===== src/rtl/dfe_pkg.sv =====
// Helpers shared by the DFE receive-chain stages: width arithmetic and saturation.
package dfe_pkg;

  typedef logic signed [63:0] sat_t;

  function automatic int clog2(input int v);
    int r;
    r = 0;
    for (int i = 0; i < 31; i++) begin
      if ((1 << i) < v) r = i + 1;
    end
    return r;
  endfunction

  // CIC growth is STAGES*log2(R) bits on top of the input width
  function automatic int acc_width(input int dw, input int stages, input int max_log2);
    return dw + stages * max_log2;
  endfunction

  function automatic sat_t sat_to_width(input sat_t v, input int w);
    sat_t hi;
    sat_t lo;
    hi = (64'sd1 <<< (w - 1)) - 64'sd1;
    lo = -(64'sd1 <<< (w - 1));
    if (v > hi) return hi;
    if (v < lo) return lo;
    return v;
  endfunction

endpackage


===== src/rtl/cic_decimator_if.sv =====
// Sample stream in and decimated stream out, each a data word with a one-cycle strobe.
interface cic_decimator_if #(
  parameter int DATA_WIDTH = 16
);
  logic signed [DATA_WIDTH-1:0] x_in;
  logic                         valid_in;
  logic signed [DATA_WIDTH-1:0] y_out;
  logic                         valid_out;

  modport master (output x_in, output valid_in, input y_out, input valid_out);
  modport slave  (input x_in, input valid_in, output y_out, output valid_out);
endinterface


===== src/rtl/cic_decimator_integrator_stage.sv =====
// One register-form CIC integrator: acc <= acc + din when enabled, modular wrap.
module cic_integrator_stage #(
  parameter int ACC_WIDTH = 28
) (
  input  logic                        CLK,
  input  logic                        RST,
  input  logic                        i_en,
  input  logic signed [ACC_WIDTH-1:0] i_din,
  output logic signed [ACC_WIDTH-1:0] o_acc
);
  logic signed [ACC_WIDTH-1:0] r_acc;

  always_ff @(posedge CLK or negedge RST) begin
    if (!RST) begin
      r_acc <= '0;
    end else if (i_en) begin
      r_acc <= r_acc + i_din;
    end
  end

  assign o_acc = r_acc;
endmodule


===== src/rtl/cic_decimator.sv =====
// CIC decimator by R = 2^dec_log2 with unity-gain normalising shift and saturation.
// Output registered one cycle after the decimating input; bypass passes input straight through.
module cic_decimator
  import dfe_pkg::*;
#(
  parameter int DATA_WIDTH   = 16,
  parameter int STAGES       = 3,
  parameter int MAX_DEC_LOG2 = 4,
  parameter int ACC_WIDTH    = acc_width(DATA_WIDTH, STAGES, MAX_DEC_LOG2)
) (
  input  logic       CLK,
  input  logic       RST,
  input  logic       EN,
  input  logic       bypass,
  input  logic [2:0] dec_log2,
  cic_decimator_if.slave s_if
);
  localparam int LW = (clog2(MAX_DEC_LOG2 + 1) > 0) ? clog2(MAX_DEC_LOG2 + 1) : 1;
  localparam int PW = (MAX_DEC_LOG2 > 0) ? MAX_DEC_LOG2 : 1;

  typedef logic signed [ACC_WIDTH-1:0] acc_t;

  logic [LW-1:0]               r_log2;
  logic                        r_armed;
  logic [PW-1:0]               r_phase;
  acc_t                        r_dly [STAGES];
  logic signed [DATA_WIDTH-1:0] r_y;
  logic                        r_vld;

  logic [LW-1:0]               w_log2_clamp;
  logic [LW-1:0]               w_log2;
  logic [PW-1:0]               w_rmask;
  logic                        w_upd;
  logic                        w_dec;
  acc_t                        w_int_in [STAGES];
  acc_t                        w_int [STAGES];
  acc_t                        w_cin [STAGES];
  acc_t                        w_cn;
  acc_t                        w_shifted;
  logic [7:0]                  w_shamt;
  logic signed [DATA_WIDTH-1:0] w_y_next;

  assign w_log2_clamp = (32'(dec_log2) > MAX_DEC_LOG2) ? LW'(MAX_DEC_LOG2) : LW'(dec_log2);
  // Until the first enabled clock after reset the live input is the active rate
  assign w_log2  = r_armed ? r_log2 : w_log2_clamp;
  assign w_rmask = ~({PW{1'b1}} << w_log2);
  assign w_upd   = EN && s_if.valid_in;
  assign w_dec   = w_upd && (r_phase == w_rmask);

  for (genvar k = 0; k < STAGES; k++) begin : g_int
    if (k == 0) begin : g_first
      assign w_int_in[k] = {{(ACC_WIDTH-DATA_WIDTH){s_if.x_in[DATA_WIDTH-1]}}, s_if.x_in};
    end else begin : g_chain
      assign w_int_in[k] = w_int[k-1];
    end
    cic_integrator_stage #(.ACC_WIDTH(ACC_WIDTH)) u_int (
      .CLK   (CLK),
      .RST   (RST),
      .i_en  (w_upd),
      .i_din (w_int_in[k]),
      .o_acc (w_int[k])
    );
  end

  always_comb begin
    acc_t w_acc_tmp;
    w_acc_tmp = w_int[STAGES-1];
    for (int k = 0; k < STAGES; k++) begin
      w_cin[k]  = w_acc_tmp;
      w_acc_tmp = w_acc_tmp - r_dly[k];
    end
    w_cn = w_acc_tmp;
  end

  assign w_shamt   = 8'(STAGES) * 8'(w_log2);
  assign w_shifted = w_cn >>> w_shamt;
  assign w_y_next  = DATA_WIDTH'(sat_to_width(sat_t'(w_shifted), DATA_WIDTH));

  always_ff @(posedge CLK or negedge RST) begin
    if (!RST) begin
      r_log2  <= '0;
      r_armed <= 1'b0;
      r_phase <= '0;
      r_y     <= '0;
      r_vld   <= 1'b0;
      for (int k = 0; k < STAGES; k++) r_dly[k] <= '0;
    end else begin
      r_vld <= w_dec;
      if (EN) r_armed <= 1'b1;
      if (EN && (!r_armed || w_dec)) r_log2 <= w_log2_clamp;
      if (w_upd) r_phase <= w_dec ? '0 : r_phase + PW'(1);
      if (w_dec) begin
        r_y <= w_y_next;
        for (int k = 0; k < STAGES; k++) r_dly[k] <= w_cin[k];
      end
    end
  end

  assign s_if.y_out     = bypass ? s_if.x_in : r_y;
  assign s_if.valid_out = bypass ? s_if.valid_in : (r_vld && EN);
endmodule


===== src/flat_wrapper.sv =====
// flat-port wrapper written by rule: the top's interface ports become plain ports
module cic_decimator_flat import dfe_pkg::*;
#(
  parameter int DATA_WIDTH   = 16,
  parameter int STAGES       = 3,
  parameter int MAX_DEC_LOG2 = 4,
  parameter int ACC_WIDTH    = acc_width(DATA_WIDTH, STAGES, MAX_DEC_LOG2)
)
  (CLK, RST, EN, bypass, dec_log2, s_if_x_in, s_if_valid_in, s_if_y_out, s_if_valid_out);
  cic_decimator_if #(.DATA_WIDTH(DATA_WIDTH)) s_if_i ();
  input  logic CLK;
  input  logic RST;
  input  logic EN;
  input  logic bypass;
  input  logic [2:0] dec_log2;
  input wire logic [$bits(s_if_i.x_in)-1:0] s_if_x_in;
  input wire logic [$bits(s_if_i.valid_in)-1:0] s_if_valid_in;
  output wire logic [$bits(s_if_i.y_out)-1:0] s_if_y_out;
  output wire logic [$bits(s_if_i.valid_out)-1:0] s_if_valid_out;
  assign s_if_i.x_in = s_if_x_in;
  assign s_if_i.valid_in = s_if_valid_in;
  assign s_if_y_out = s_if_i.y_out;
  assign s_if_valid_out = s_if_i.valid_out;
  cic_decimator #(.DATA_WIDTH(DATA_WIDTH), .STAGES(STAGES), .MAX_DEC_LOG2(MAX_DEC_LOG2), .ACC_WIDTH(ACC_WIDTH)) u_core (.CLK(CLK), .RST(RST), .EN(EN), .bypass(bypass), .dec_log2(dec_log2), .s_if(s_if_i));
endmodule

===== config.mk =====
export PLATFORM = sky130hd
export DESIGN_NAME = cic_decimator_flat
export DESIGN_NICKNAME = d
export VERILOG_FILES = /design/src/rtl/dfe_pkg.sv /design/src/rtl/cic_decimator_if.sv /design/src/rtl/cic_decimator_integrator_stage.sv /design/src/rtl/cic_decimator.sv /design/src/flat_wrapper.sv
export SDC_FILE = /design/constraint.sdc
export NUM_CORES = 1
export LEC_CHECK = 0
export ABC_AREA = 0
export CORE_ASPECT_RATIO = 0.8
export CORE_UTILIZATION = 40
export DETAILED_ROUTE_END_ITERATION = 7
export PLACE_DENSITY = 0.69
export SLEW_MARGIN = 40
export SYNTH_ARGS = -nofsm -noshare
export SYNTH_HDL_FRONTEND = slang
export SYNTH_SLANG_ARGS = --single-unit

===== constraint.sdc =====
create_clock -name CLK -period 7.49 [get_ports CLK]
set_input_delay 1.498 -clock CLK [delete_from_list [all_inputs] [get_ports CLK]]
set_output_delay 1.498 -clock CLK [all_outputs]
set_load 0.05 [all_outputs]

==> out/results.tsv <==
metric	value	unit
status	finished, violations left	
violations	negative setup slack	
clockRootBuffer	clkbuf_16	
ys.flop_type	dfrtp_1	
path_max_fanout	8	
wl	44500	microns
area_growth	20.7	%
die_area	42400	sq um
overflow	0	
h-tree-depth	4	
synth_cells	2028	
grtUsageTotal	0.209	
rsz0062_at_grt	true	
max_freq	130	MHz
whs	0.499	ns
clkLatencyLatePin	0.46	ns
vias_per_cell	5.52	
place_area	18900	sq um
cts_buffer_depth	2	
hold_buffers	0	
arrival	8.03	ns
grt_pass1_wl	72800	microns
grt_pass1_vias	14495	
vias	15362	
stdcell_area	20100	sq um
gp_congestion	0.904	
drtIter0Drc	1066	
place_hpwl	33200	microns
worst_pin_slew	0.778	ns
synth_area	16600	sq um
placeableCoreArea	40800	sq um
critPathLaunchType	register	
fp.dieH	184	microns
ys_warn_count	0	
fp.dieW	230	microns
setup_viol_count_final	15	
yosysTopAreaCellShare	0.290	
post-route-min-period	7.70	ns
min_path_type	register to register	
synth.avg_cell_area	8.20	sq um
cap_violations	0	
crit_path_top_delay_cell	mux4_2	
clk_pin_slew	0.07	ns
ios	41	
synth_seq_cells	193	
numPortBuffers	40	
cp_common_cell	a21o_1	
fin_nets	2424	
syn-num-nets	2227	
initial_core_util	0.408	
fin_crit_sh	1.03	
drc	0	
slew_headroom	0.479	
drive_above_1_share	0.159	
hold_viol_final	0	
cts_sinks	193	
synthArstFlopShare	1.00	
num_antenna_cells	0	
worst_setup_path_end_kind	register	
cp.required	7.82	ns
yosysTopAreaCell	dfrtp_1	
rows	66	
numCtsBuffers	17	
criticalPathCategory	register to register	
wire_per_inst	16.0	microns
synthDistinctLibCells	82	
dr.pass1.iters	5	
cts_tree	done	
synth.top_cells.by_area	dfrtp_1 (29%), ha_1 (13%), nand2_1 (6.8%)	
antenna_left	0	
synth_edf_count	0	
drv_slew	0	
grt_max_degree	93	
cpPeakStageDelay	0.53	ns
seq_area_frac_synth	0.290	
fin_skew	0.0160	ns
antenna_found_initial	2	
fin_ws	-0.210	ns
[Yosys cell counts, drive strengths merged (5+ instances only)]
cell,count
nand2,300
o21ai,228
dfrtp,193
ha,168
inv,139
nor2,122
a21oi,117
xnor2,83
clkbuf,56
xor2,54
a21o,46
nor3,39
nand3,34
mux2i,31
mux2,25
and3,23
o22ai,23
or3,23
a211oi,20
and2,20
o21a,20
o211ai,19
nand2b,18
a31oi,17
o21bai,17
o31ai,16
buf,15
a211o,14
a21boi,13
nor2b,13
a221oi,9
nand4,9
o2111ai,9
mux4,8
fa,7
o41ai,5
or4,5
[placed cells by master (no fill, tap or decap), types with 19 or more instances in the layout]
cell type and instances:
a211oi_1 19, a21o_1 45, a21oi_1 109, and2_1 20
and3_1 22, buf_4 200, clkdlybuf4s50_1 38, dfrtp_1 193
ha_1 165, inv_1 136, mux2_2 25, mux2i_1 27
nand2_1 298, nand3_1 34, nor2_1 121, nor3_1 39
o211ai_1 19, o21a_1 20, o21ai_0 217, or3_1 23
xnor2_1 76, xor2_1 53
[worst max-delay path, delay by kind of cell (launching register included)]
family,cells,cell delay (ns)
simple gates,6,0.78
flops,1,0.41
buf+inv,2,0.32
xor+xnor,3,0.41
mux,2,0.73
fa+ha+maj,4,1.06
compound gates,21,3.88
[state kept, by name (all words and copies together) (netlist names)]
register                  flops
u_core.r_y                   16
u_core.r_vld                  1
u_core.g_int.u_int.o_acc     84
u_core.r_dly                 84
u_core.r_phase                4
u_core.r_armed                1
u_core.r_log2                 3
[through the flow]
step / setup TNS (ns) / setup WS, ns / instances / util
final: -2.73 / -0.210 / 2781 / 0.492
after global routing: -9.58 / -0.664 / 2781 / 0.492
after CTS: -4.10 / -0.282 / 2775 / 0.487
after detailed placement: -11.27 / -0.772 / 2728 / 0.463
after global placement: -9.06 / -0.612 / 2728 / 0.463
after floorplan: 0 / 0.0107 / 2028 / -
[final timing paths]
check | endpoint | start | depth (start not counted) | slack [ns]
setup / recovery | u_core.r_y[11] | u_core.r_dly[56] | 38 | -0.21
hold / removal | u_core.r_dly[29] | u_core.r_dly[29] | 2 | 0.50
setup reg to reg | u_core.r_y[11] | u_core.r_dly[56] | 38 | -0.21
hold reg to reg | u_core.r_dly[29] | u_core.r_dly[29] | 2 | 0.50
max in group asynchronous | u_core.g_int[2].u_int.o_acc[9] | RST | 2 | 5.25
min in group asynchronous | u_core.g_int[0].u_int.o_acc[11] | RST | 1 | 1.04
[cell type report]
class | instances | area, sq um
clock buffer | 23 | 488
inverter | 139 | 524
tap | 544 | 681
sequential | 193 | 4830
timing repair buffer | 249 | 2030
multi-input combinational | 1625 | 11400
clock inverter | 8 | 126
fill | 3830 | 20700
[per-layer routing]
layer,vias up,track usage,share of wire
met5,-,0,0
met4,0,0.0487,0.014
met3,41,0.0300,0.043
met2,305,0.335,0.45
met1,7404,0.296,0.49
li1,7612,-,-
[repair_timing]
action	4_1_cts	5_1_grt
setup buffers	15	7
gates cloned	1	0
setup endpoints to repair	16	16
pin swaps	40	38
resized for setup	41	36
[kinds of logic after synthesis]
kind of cell	after synthesis	synth area share
AND/OR/NAND/NOR	626	0.169
AO/OA/AOI/OAI	623	0.237
adder cells (fa/ha/maj)	175	0.135
flip-flops	193	0.290
multiplexers	64	0.0472
buffers and inverters	210	0.0483
XOR/XNOR	137	0.0726
Power is left out: the tool's default activity adds up to more than one toggle a clock period on the data nets, which glitch-free logic cannot reach.
